<file path="src/rtl/rupt_sequencer_pkg.sv">
// Shared types and constants for the RUPT sequencer: FSM states, named
// interrupt sources and default vector placement.
package rupt_sequencer_pkg;

    typedef enum logic [1:0] {IDLE, SAVE, VECTOR, ISR} rupt_state_t;

    localparam int T6RUPT   = 0;
    localparam int T5RUPT   = 1;
    localparam int T3RUPT   = 2;
    localparam int T4RUPT   = 3;
    localparam int KEYRUPT1 = 4;
    localparam int KEYRUPT2 = 5;
    localparam int UPRUPT   = 6;
    localparam int DOWNRUPT = 7;
    localparam int RADARUPT = 8;
    localparam int HANDRUPT = 9;

    localparam logic [11:0] DEF_VEC_BASE   = 12'o4004;
    localparam int          DEF_VEC_STRIDE = 4;

    // Vector address wraps in the 12-bit address space.
    function automatic logic [11:0] vec_addr(input logic [11:0] base, input int stride,
                                             input int idx);
        return base + 12'(stride * idx);
    endfunction

endpackage

</file>
<file path="src/rtl/rupt_sequencer_prio_enc.sv">
// Combinational lowest-index-first priority encoder for latched RUPT requests.
module rupt_prio_enc #(
    parameter int N     = 10,
    parameter int IDX_W = 4
) (
    input  logic [N-1:0]     pend,
    output logic             any,
    output logic [IDX_W-1:0] idx
);

    // Scan downward so the lowest set index is the last one written.
    always_comb begin
        idx = '0;
        for (int i = N - 1; i >= 0; i--) begin
            if (pend[i]) idx = IDX_W'(i);
        end
    end

    assign any = |pend;

endmodule

</file>
<file path="src/rtl/rupt_sequencer.sv">
// AGC interrupt sequencer: latches request edges, accepts at instruction
// boundaries, sequences SAVE/VECTOR/ISR. Optional lock alarm: RUPT_LOCK_TIMER_EN.
module rupt_sequencer
    import rupt_sequencer_pkg::*;
#(
    parameter int          NUM_RUPT   = 10,
    parameter logic [11:0] VEC_BASE   = DEF_VEC_BASE,
    parameter int          VEC_STRIDE = DEF_VEC_STRIDE,
    parameter logic [15:0] LOCK_LIMIT = 16'd4096
) (
    input  logic                clock,
    input  logic                rst_l,
    input  logic [NUM_RUPT-1:0] rupt_req,
    input  logic                inhint,
    input  logic                relint,
    input  logic                resume,
    input  logic                ext_pending,
    input  logic                branch_D,
    input  logic                ovf_a,
    input  logic [11:0]         pc,
    output logic                rupt_flush,
    output logic                save_pc_en,
    output logic [11:0]         save_pc,
    output logic                vec_valid,
    output logic [11:0]         rupt_vec,
    output logic                in_rupt,
    output logic [NUM_RUPT-1:0] rupt_pending,
    output logic                rupt_lock
);

    localparam int IDX_W = (NUM_RUPT > 1) ? $clog2(NUM_RUPT) : 1;

    rupt_state_t         state, state_nxt;
    logic [NUM_RUPT-1:0] pend, hist, rise, grant;
    logic                en, any, accept;
    logic [IDX_W-1:0]    enc_idx, win_idx;
    logic [11:0]         ret_pc;

    rupt_prio_enc #(.N(NUM_RUPT), .IDX_W(IDX_W)) u_enc (
        .pend (pend),
        .any  (any),
        .idx  (enc_idx)
    );

    assign rise   = rupt_req & ~hist;
    assign accept = (state == IDLE) & any & en & ~ext_pending & ~branch_D & ~ovf_a;
    assign grant  = accept ? ({{(NUM_RUPT-1){1'b0}}, 1'b1} << enc_idx) : '0;

    always_ff @(posedge clock or negedge rst_l) begin
        if (!rst_l) begin
            state   <= IDLE;
            hist    <= '0;
            pend    <= '0;
            en      <= 1'b1;
            win_idx <= '0;
            ret_pc  <= '0;
        end else begin
            state <= state_nxt;
            hist  <= rupt_req;
            // A fresh edge on the granted line re-arms it.
            pend  <= (pend & ~grant) | rise;
            if (inhint)      en <= 1'b0;
            else if (relint) en <= 1'b1;
            if (accept) begin
                win_idx <= enc_idx;
                ret_pc  <= pc + 12'd1;
            end
        end
    end

    always_comb begin
        state_nxt  = state;
        rupt_flush = 1'b0;
        save_pc_en = 1'b0;
        save_pc    = '0;
        vec_valid  = 1'b0;
        rupt_vec   = '0;
        in_rupt    = 1'b0;
        case (state)
            IDLE:   if (accept) state_nxt = SAVE;
            SAVE: begin
                rupt_flush = 1'b1;
                save_pc_en = 1'b1;
                save_pc    = ret_pc;
                state_nxt  = VECTOR;
            end
            VECTOR: begin
                vec_valid  = 1'b1;
                rupt_flush = 1'b1;
                rupt_vec   = vec_addr(VEC_BASE, VEC_STRIDE, int'(win_idx));
                state_nxt  = ISR;
            end
            ISR: begin
                in_rupt = 1'b1;
                if (resume) state_nxt = IDLE;
            end
            default: state_nxt = IDLE;
        endcase
    end

    assign rupt_pending = pend;

`ifdef RUPT_LOCK_TIMER_EN
    logic [15:0] lock_cnt;
    logic        lock_q;

    always_ff @(posedge clock or negedge rst_l) begin
        if (!rst_l) begin
            lock_cnt <= '0;
            lock_q   <= 1'b0;
        end else begin
            if (state == ISR) begin
                if (lock_cnt != 16'hFFFF) lock_cnt <= lock_cnt + 16'd1;
            end else begin
                lock_cnt <= '0;
            end
            if ((state == ISR) && (lock_cnt == LOCK_LIMIT)) lock_q <= 1'b1;
        end
    end

    assign rupt_lock = lock_q;
`else
    logic unused_lock_limit;
    assign unused_lock_limit = ^LOCK_LIMIT;
    assign rupt_lock = 1'b0;
`endif

endmodule

</file>
<file path="config.mk">
export PLATFORM = sky130hd
export DESIGN_NAME = rupt_sequencer
export DESIGN_NICKNAME = d
export VERILOG_FILES = /design/src/rtl/rupt_sequencer_pkg.sv /design/src/rtl/rupt_sequencer_prio_enc.sv /design/src/rtl/rupt_sequencer.sv
export SDC_FILE = /design/constraint.sdc
export NUM_CORES = 1
export LEC_CHECK = 0
export ABC_AREA = 1
export CAP_MARGIN = 30
export CORE_AREA = 4 4 71 73
export CTS_CLUSTER_SIZE = 14
export DETAILED_ROUTE_END_ITERATION = 12
export DIE_AREA = 0 0 75 77
export PLACE_DENSITY = 0.88
export SKIP_LAST_GASP = 1
export SLEW_MARGIN = 40
export SYNTH_ARGS = -nofsm -noshare
export SYNTH_HDL_FRONTEND = slang
export SYNTH_SLANG_ARGS = --single-unit
export TNS_END_PERCENT = 1
</file>
<file path="constraint.sdc">
create_clock -name clock -period 3.7 [get_ports clock]
set_clock_uncertainty 0.15 [all_clocks]
set_input_delay 0.925 -clock clock [delete_from_list [all_inputs] [get_ports clock]]
set_output_delay 0.925 -clock clock [all_outputs]
set_load 0.01 [all_outputs]
</file>
==> run metrics <==
power consumption=about 1400 uW; io pins=69; Comb pwr share=36.2%; final worst path period need=3.06 ns; Setup-failing EPs final=0; Yosys reg bits=39; Post-synth EDFFs=0; Synth Instances=269; outcome=finished, final reports clean; max-cap violations=0; area share of the largest cell type after synthesis=between 40 and 50%; I/O Buffers=61; Reg2Reg Setup Slack=1.62 ns; CTS HTree Levels=2; pre-CTS setup slack=0.927 ns; Final Hold Fails=0; Initial Utilization=48.8%; DR iter-0 viols=roughly 120; Layout area overhead=34.0%; via count=roughly 1,800; post-synth cell types=29; worst IR drop on VDD=261 uV; post-synthesis instance area=2120 um2; Skew-Pair Late Insertion Delay=0.29 ns; WP data arrival=1.99 ns; Die X=75 um; CTS buffer count=5; most common flop cell mapped by yosys=dfrtp_1; Non-Filler Instances=386; Yosys Warn Count=0; sequential area share after synthesis=46.0%; worst hold slack=0.336 ns; GRT Residual Overflow=0; vias in the first global route=around 1,700; number of cell rows=24; Worst Min Path Start=hist[6]; Max FO, Critical Path=13; Hold Path Cell Cnt=3; n_diodes=0; Routed WL=4690 um; Clock power frac=21.9%; DR DRC count=0; root buffer cell=clkbuf_8; path depth of the worst reg2reg path=9; routed len/inst=12.1 um; crit share post-route=82.7%; Die ar.=5780 um2; largest net degree at the start of global routing=29; syn_area_per_cell=7.89 um2; Reg power frac=41.9%; setup tns final=0 ns; switching power=458 uW; share of layout cells above drive strength 1=around 7.8%; CTS sink count=39; WP data required=between 2 and 3 ns; gpl congestion=0.856; P_int=894 uW; Crit. End Element=output pin; initial antenna violation count=0; Placed Cells=378; count leader, synth=nand2_1; gr usage total=17.4%; ys async rst share=between 90% and 100%; ranking of synthesized cells by area=dfrtp_1, nand2_1, inv_1, ha_1, nand3_1; Die Span Y=77 um; Post-CTS Setup Bufs=0; core area=~4400 um2; critical setup path kind=reg -> out; reg2reg end=rupt_pending[3]; Synth top cells by count=nand2_1, inv_1, dfrtp_1, nor2_1, nand3_1; Sw Share=roughly a third; antenna-violating nets left=0; Critical R2R Launch=state[0]; WHS Endpoint=rupt_pending[6]; clock-pin slew on the worst setup and hold paths=0.08 ns; Setup crit start kind=register; PD cells=475 nW/um2; RSZ-0062 raised after global routing=false; f_max=327 MHz; worst hold path class=reg -> reg; fin. max-slew vios=0; buffers from clock root to sink, at most=2; post-CTS sizing=0; Leak=0.00149 uW; Setup WS post-layout=0.638 ns; router iterations before antenna repair=4; Final nets=between 300 and 400; first-pass GRT wire length=7820 um; Yosys top cell by area=dfrtp_1; Hold-fix buffers, CTS=0; vias per cell=4.76; CTS tree=built; HPWL Detailed=3700 um
==> cell usage in the layout (no fill, tap or decap), drive strengths merged, types with 2 or more instances in the layout <==
master	netlist	final
nand2	87	87
clkdlybuf4s50	0	60
inv	53	54
dfrtp	38	38
nor2	17	17
nand3	16	16
o21ai	13	13
ha	7	7
conb	1	7
nand4	5	5
clkbuf	3	5
a21oi	4	4
nor3	4	4
xor2	3	3
o31ai	3	3
clkinvlp	0	2
buf	8	2
==> logic make-up (layout without fill, tap and decap cells) <==
| logic type | after synthesis | count (layout) | synth area share, % |
|---|---|---|---|
| XOR/XNOR | 4 | 4 | 1.65 |
| AO/OA/AOI/OAI | 22 | 22 | 6.60 |
| AND/OR/NAND/NOR | 132 | 132 | 27.8 |
| adder cells (fa/ha/maj) | 7 | 7 | 4.12 |
| buffers and inverters | 64 | 123 | 13.7 |
| other | 1 | 7 | 0.177 |
| flip-flops | 39 | 39 | 46.0 |
==> layer usage <==
layer,GRT usage [%],part of all wire (%),up-vias
li1,-,-,937
met1,21.6,41,834
met2,28.7,51,61
met3,4.84,6.8,5
met4,5.69,1.4,0
met5,0,0,-
==> worst max path at each step <==
stage / from / endpoint / slack, ns / cells past startpoint
after floorplan: state[1] / save_pc[10] / 1.46 / 5
after global routing: state[1] / save_pc[9] / 0.46 / 5
after detailed placement: branch_D / rupt_pending[3] / 0.93 / 9
after global placement: branch_D / rupt_pending[3] / 0.96 / 9
final: state[1] / save_pc[11] / 0.64 / 5
after CTS: state[1] / save_pc[9] / 0.64 / 5
==> worst max-delay path, stage by stage (launching register included) <==
cell	delay, ns
dfrtp_1	0.40
inv_1	0.12
ha_1	0.45
nand2_1	0.09
inv_1	0.08
clkdlybuf4s50_1	0.55
==> cell type report <==
class,instances,area (um2)
repair buffers,62,633
inverters,53,199
flip-flops and latches,39,977
fillers,368,1510
clock buffers,5,68.8
multi-input cells,172,878
clock inverters,3,23.8
well taps,52,65.1
==> power by group through the flow <==
| stage | logic [uW] | registers (uW) | clock network [uW] |
|---|---|---|---|
| floorplan | 273 | 557 | 0 |
| global placement | 472 | 568 | 0 |
| detailed placement | 493 | 573 | 0 |
| CTS | 494 | 565 | 300 |
| global route | 551 | 576 | 322 |
| finish | 489 | 566 | 296 |
==> per-stage QoR <==
step	util [%]	cell area, um2
6_report	65.3	2850
5_1_grt	65.3	2850
4_1_cts	65.3	2850
3_5_place_dp	63.2	2750
3_3_place_gp	62.6	2730
2_1_floorplan	-	2150
==> flip-flops by register name (all words and copies together), names as in the netlist <==
signal        count
win_idx           4
ret_pc           12
rupt_pending     10
state             2
en                1
hist             10
(Power assumes the default switching activity.)
==> edit 1 (same settings) <==
`NUM_RUPT`: 10 -> 11.
--- a/src/rtl/rupt_sequencer.sv
+++ b/src/rtl/rupt_sequencer.sv
@@ -4,5 +4,5 @@
     import rupt_sequencer_pkg::*;
 #(
-    parameter int          NUM_RUPT   = 10,
+    parameter int          NUM_RUPT   = 11,
     parameter logic [11:0] VEC_BASE   = DEF_VEC_BASE,
     parameter int          VEC_STRIDE = DEF_VEC_STRIDE,
Ports: changed (resized rupt_pending and rupt_req); port bits go from 69 to 71. The function was not compared with the original's and may differ.
==> edit 1 against the unedited design <==
  * Routed wire length is 0.79% lower
  * Total power is 0.39% lower
  * Synthesized area is 1.4% higher
  * Sequential power is 3.5% higher
  * Cell area is 1.2% higher
  * Sequential cell count is 2 higher
  * Combinational power is 5.1% lower
  * Worst setup slack worse by 0.024 ns
  * Fmax is 0.79% lower
  * Sequential share of layout area is 1.3 points higher
  * Global-route usage is 0.17 points lower
  * Largest cell class unchanged
  * Highest routed layer unchanged
==> edit 1: results (changes against the unedited design) <==
<table>
<tr><th>Metric</th><th>Value</th></tr>
<tr><th colspan="2">Status</th></tr>
<tr><td>Status</td><td>completed</td></tr>
<tr><th colspan="2">Routing</th></tr>
<tr><td>WL/cell</td><td>12.14 um (about the same)</td></tr>
<tr><td>Via density per instance</td><td>4.632 (-2.7%)</td></tr>
<tr><td>First-pass iteration count of the detailed router</td><td>6 (+2)</td></tr>
<tr><td>First DRT Iteration DRCs</td><td>87 (-27%)</td></tr>
<tr><th colspan="2">Power</th></tr>
<tr><td>Largest vdd supply drop</td><td>0.2684 mV (+2.9%)</td></tr>
<tr><td>Pleak</td><td>1.478 nW (-0.60%)</td></tr>
<tr><th colspan="2">Worst setup path</th></tr>
<tr><td>Endpoint of the most critical setup path</td><td>save_pc[4]</td></tr>
<tr><td>Signal arrival time at the worst endpoint</td><td>2.01 ns (+0.02 ns)</td></tr>
<tr><td>Cell count of the worst reg-to-reg path</td><td>11 (+2)</td></tr>
<tr><td>Register-to-register setup slack</td><td>1.55 ns (-0.07 ns)</td></tr>
<tr><th colspan="2">Finish</th></tr>
<tr><td>Nets</td><td>368 (-0.54%)</td></tr>
<tr><td>Layout Cells excl Fill</td><td>383 (-0.78%)</td></tr>
<tr><td>Ratio of cells with drive above 1 in the final layout</td><td>0.08157 (+0.003727)</td></tr>
<tr><th colspan="2">Placed design</th></tr>
<tr><td># port buffers</td><td>63 (+3.3%)</td></tr>
<tr><td>Half-perimeter wire length after placement</td><td>3671 um (-0.81%)</td></tr>
<tr><td>Pre-CTS worst setup slack</td><td>0.8758 ns (-0.05133 ns)</td></tr>
<tr><td>Area after DPL</td><td>2789 sq um (+1.3%)</td></tr>
<tr><th colspan="2">Synth</th></tr>
<tr><td>Number of distinct library cells after synthesis</td><td>30 (+3.4%)</td></tr>
<tr><td>Top post-synthesis cells by count</td><td>73 x nand2_1, 47 x inv_1, 40 x dfrtp_1, 15 x nor2_1</td></tr>
<tr><td>Sequential area share after synthesis</td><td>0.4773 (+0.01710)</td></tr>
<tr><td>Most area-consuming cells after synthesis</td><td>dfrtp_1 47%, nand2_1 13%, inv_1 8.2%</td></tr>
<tr><th colspan="2">Global route</th></tr>
<tr><td>GRT Resource Usage Total</td><td>0.1724 (-0.001711)</td></tr>
<tr><td>Global-route track usage on met2</td><td>0.2936 (+0.006969)</td></tr>
<tr><td>Largest net degree at the start of global routing</td><td>42 (+45%)</td></tr>
<tr><td>GRT met1 Usage</td><td>0.2059 (-0.01017)</td></tr>
<tr><td>Global-route wire length before repair</td><td>7686 um (-1.8%)</td></tr>
</table>
==> edit 1: cell type report <==
cell class	count	area, sq um	area share
Sequential cell	41	1027	0.3568
Multi-Input combinational cell	169	880.8	0.3060
Timing Repair Buffer	63	628.1	0.2182
Inverter	50	187.7	0.06519
Clock buffer	8	90.09	0.03129
Tap cell	52	65.06	0.02260
==> edit 1: worst min path at each step <==
stage,start,end,slack (ns),depth (start not counted)
after CTS,hist[10],rupt_pending[10],0.28,1
final,hist[10],rupt_pending[10],0.27,1
after detailed placement,hist[10],rupt_pending[10],0.27,1
after global placement,hist[10],rupt_pending[10],0.25,1
after floorplan,hist[10],rupt_pending[10],0.24,1
after global routing,hist[0],rupt_pending[0],0.29,1
==> edit 1: power breakdown <==
part / internal [W] / leakage, nW / total, W / switching [W]
Sequential: 0.000534 / 0.469 / 0.000586 / 0.0000523
Combinational: 0.000234 / 0.964 / 0.000464 / 0.000231
Clock: 0.000152 / 0.0455 / 0.000296 / 0.000144
==> edit 1: worst max-delay path: cells and delay by family (launching register included) <==
| family | cells | cell delay [ns] |
|---|---|---|
| simple gates | 1 | 0.12 |
| flops | 1 | 0.40 |
| fa+ha+maj | 1 | 0.46 |
| buf+inv | 3 | 0.74 |
==> edit 1: layer usage <==
metal  vias to the layer above  wire (um)
met5                         -          0
met1                       790       1942
met3                         7        319
met4                         0         63
met2                        50       2323
li1                        927          -
==> edit 1: cells by family (layout without fill, tap and decap cells) <==
kind of cell,count (synthesis),in the layout,share of synthesized area
AO/OA/AOI/OAI,28,28,0.07385
XOR/XNOR,7,7,0.02849
adder cells (fa/ha/maj),7,7,0.04070
buffers and inverters,61,121,0.1238
flip-flops,41,41,0.4773
other,1,7,0.001743
AND/OR/NAND/NOR,120,120,0.2541
==> edit 2 (config.mk and constraints unchanged) <==
Without the edit above. Put a register stage on the output `rupt_vec`, with the module's reset. The value now appears one clock later. The other outputs are not delayed to match.
--- a/src/rtl/rupt_sequencer.sv
+++ b/src/rtl/rupt_sequencer.sv
@@ -30,4 +30,6 @@
 
     localparam int IDX_W = (NUM_RUPT > 1) ? $clog2(NUM_RUPT) : 1;
+
+    logic [11:0] rupt_vec_d;
 
     rupt_state_t         state, state_nxt;
@@ -75,5 +77,5 @@
         save_pc    = '0;
         vec_valid  = 1'b0;
-        rupt_vec   = '0;
+        rupt_vec_d = '0;
         in_rupt    = 1'b0;
         case (state)
@@ -88,5 +90,5 @@
                 vec_valid  = 1'b1;
                 rupt_flush = 1'b1;
-                rupt_vec   = vec_addr(VEC_BASE, VEC_STRIDE, int'(win_idx));
+                rupt_vec_d = vec_addr(VEC_BASE, VEC_STRIDE, int'(win_idx));
                 state_nxt  = ISR;
             end
@@ -126,4 +128,12 @@
 `endif
 
+    always_ff @(posedge clock or negedge rst_l) begin
+        if (!rst_l) begin
+            rupt_vec <= '0;
+        end else begin
+            rupt_vec <= rupt_vec_d;
+        end
+    end
+
 endmodule
 
Formal check against the unedited RTL: not equivalent (a bounded check fails within 4 cycles, from zero or initial values and one cycle with rst_l low).
==> edit 2 against the unedited design <==
  * Routed wire length down 4.3%
  * Largest cell class unchanged
  * Register-to-register slack improved by 0.02 ns
  * Clock power shrank 2%
  * Sequential share of layout area is 3.9 points higher
  * Cell area increased by 3.7%
  * Total power increased by 6.2%
  * Sequential cell count increased by 6
  * Cell count rose by 1.0%
  * Synthesized area grew 5.9%
  * Worst setup slack lost 0.016 ns
  * Global-route usage down 0.80 points
  * Critical path depth unchanged
==> edit 2: results (changes against the unedited design) <==
<table>
<tr><th>Metric</th><th>Value</th></tr>
<tr><th colspan="2">Status</th></tr>
<tr><td>Status</td><td>completed</td></tr>
<tr><th colspan="2">Routing</th></tr>
<tr><td>Met2 layer wire length in the routed design</td><td>2169 um (-8.4%)</td></tr>
<tr><td>DRT met1 WL</td><td>1924 um (-0.52%)</td></tr>
<tr><td>First DRT Iteration DRCs</td><td>94 (-21%)</td></tr>
<tr><td>WL final</td><td>4484 um (-4.3%)</td></tr>
<tr><th colspan="2">Finish</th></tr>
<tr><td>Ratio of cells with drive above 1 in the final layout</td><td>0.05917 (-0.01867)</td></tr>
<tr><td>Filler Cell Count</td><td>362 (-1.6%)</td></tr>
<tr><th colspan="2">Global route</th></tr>
<tr><td>Largest net degree at the start of global routing</td><td>46 (+59%)</td></tr>
<tr><td>GRT met1 Usage</td><td>0.1976 (-0.01844)</td></tr>
<tr><td>Global-route track usage on met2</td><td>0.2787 (-0.007840)</td></tr>
<tr><td>Via count of the first global-routing pass</td><td>1788 (+2.5%)</td></tr>
<tr><td>Global-route wire length before repair</td><td>7534 um (-3.7%)</td></tr>
<tr><td>Grt met3 use</td><td>0.02614 (-0.02222)</td></tr>
<tr><td>GRT Resource Usage Total</td><td>0.1661 (-0.008007)</td></tr>
<tr><th colspan="2">Power</th></tr>
<tr><td>Largest vdd supply drop</td><td>0.3003 mV (+15%)</td></tr>
<tr><td>Pleak</td><td>1.525 nW (+2.5%)</td></tr>
<tr><th colspan="2">Synth</th></tr>
<tr><td>Number of distinct library cells after synthesis</td><td>33 (+14%)</td></tr>
<tr><td>XOR/XNOR share of the synthesized area</td><td>0.01948 (+0.002977)</td></tr>
<tr><td>Largest family of logic cells by synthesized area</td><td>simple AND/OR/NAND/NOR gates</td></tr>
<tr><td>Sequential area share after synthesis</td><td>0.5014 (+0.04117)</td></tr>
<tr><td>Synth Area in Compound Gates</td><td>0.06566 (-0.0003338)</td></tr>
<tr><td>Post-Synth Adder-Cell Area</td><td>0.03895 (-0.002295)</td></tr>
<tr><td>Top post-synthesis cells by count</td><td>80 x nand2_1, 48 x inv_1, 44 x dfrtp_1, 20 x nor2_1, 15 x nand3_1</td></tr>
<tr><td>Most area-consuming cells after synthesis</td><td>dfrtp_1 49%, nand2_1 13%, inv_1 8.0%</td></tr>
<tr><th colspan="2">Worst setup path</th></tr>
<tr><td>Maximum single-stage delay on the critical path</td><td>0.53 ns (-0.02 ns)</td></tr>
<tr><th colspan="2">Worst hold path</th></tr>
<tr><td>Hold Path Origin</td><td>hist[4]</td></tr>
<tr><th colspan="2">STA</th></tr>
<tr><td>Worst-case hold slack</td><td>0.3330 ns (-0.002998 ns)</td></tr>
</table>
==> edit 2: layout make-up <==
class	instances	area share
tap	52	0.02205
timing repair buffer	61	0.2061
inverter	50	0.06361
multi-input combinational	174	0.2986
sequential	45	0.3821
clock inverter	1	0.001696
clock buffer	7	0.02587
==> edit 2: power by group through the flow <==
stage | Sequential [W] | Combinational, W | Clock [W]
floorplan | 0.000654 | 0.000258 | 0
global placement | 0.000657 | 0.000482 | 0
detailed placement | 0.000660 | 0.000499 | 0
CTS | 0.000653 | 0.000499 | 0.000298
global route | 0.000665 | 0.000546 | 0.000315
finish | 0.000653 | 0.000492 | 0.000290
==> edit 2: per-stage QoR <==
step,worst slack (ns),utilization,instance area (sq um),cells
floorplan,1.460,-,2271,279
global placement,0.9644,0.6583,2867,382
finish,0.6221,0.6776,2950,390
detailed placement,0.9115,0.6589,2869,382
global route,0.4908,0.6776,2950,390
CTS,0.6221,0.6776,2950,390
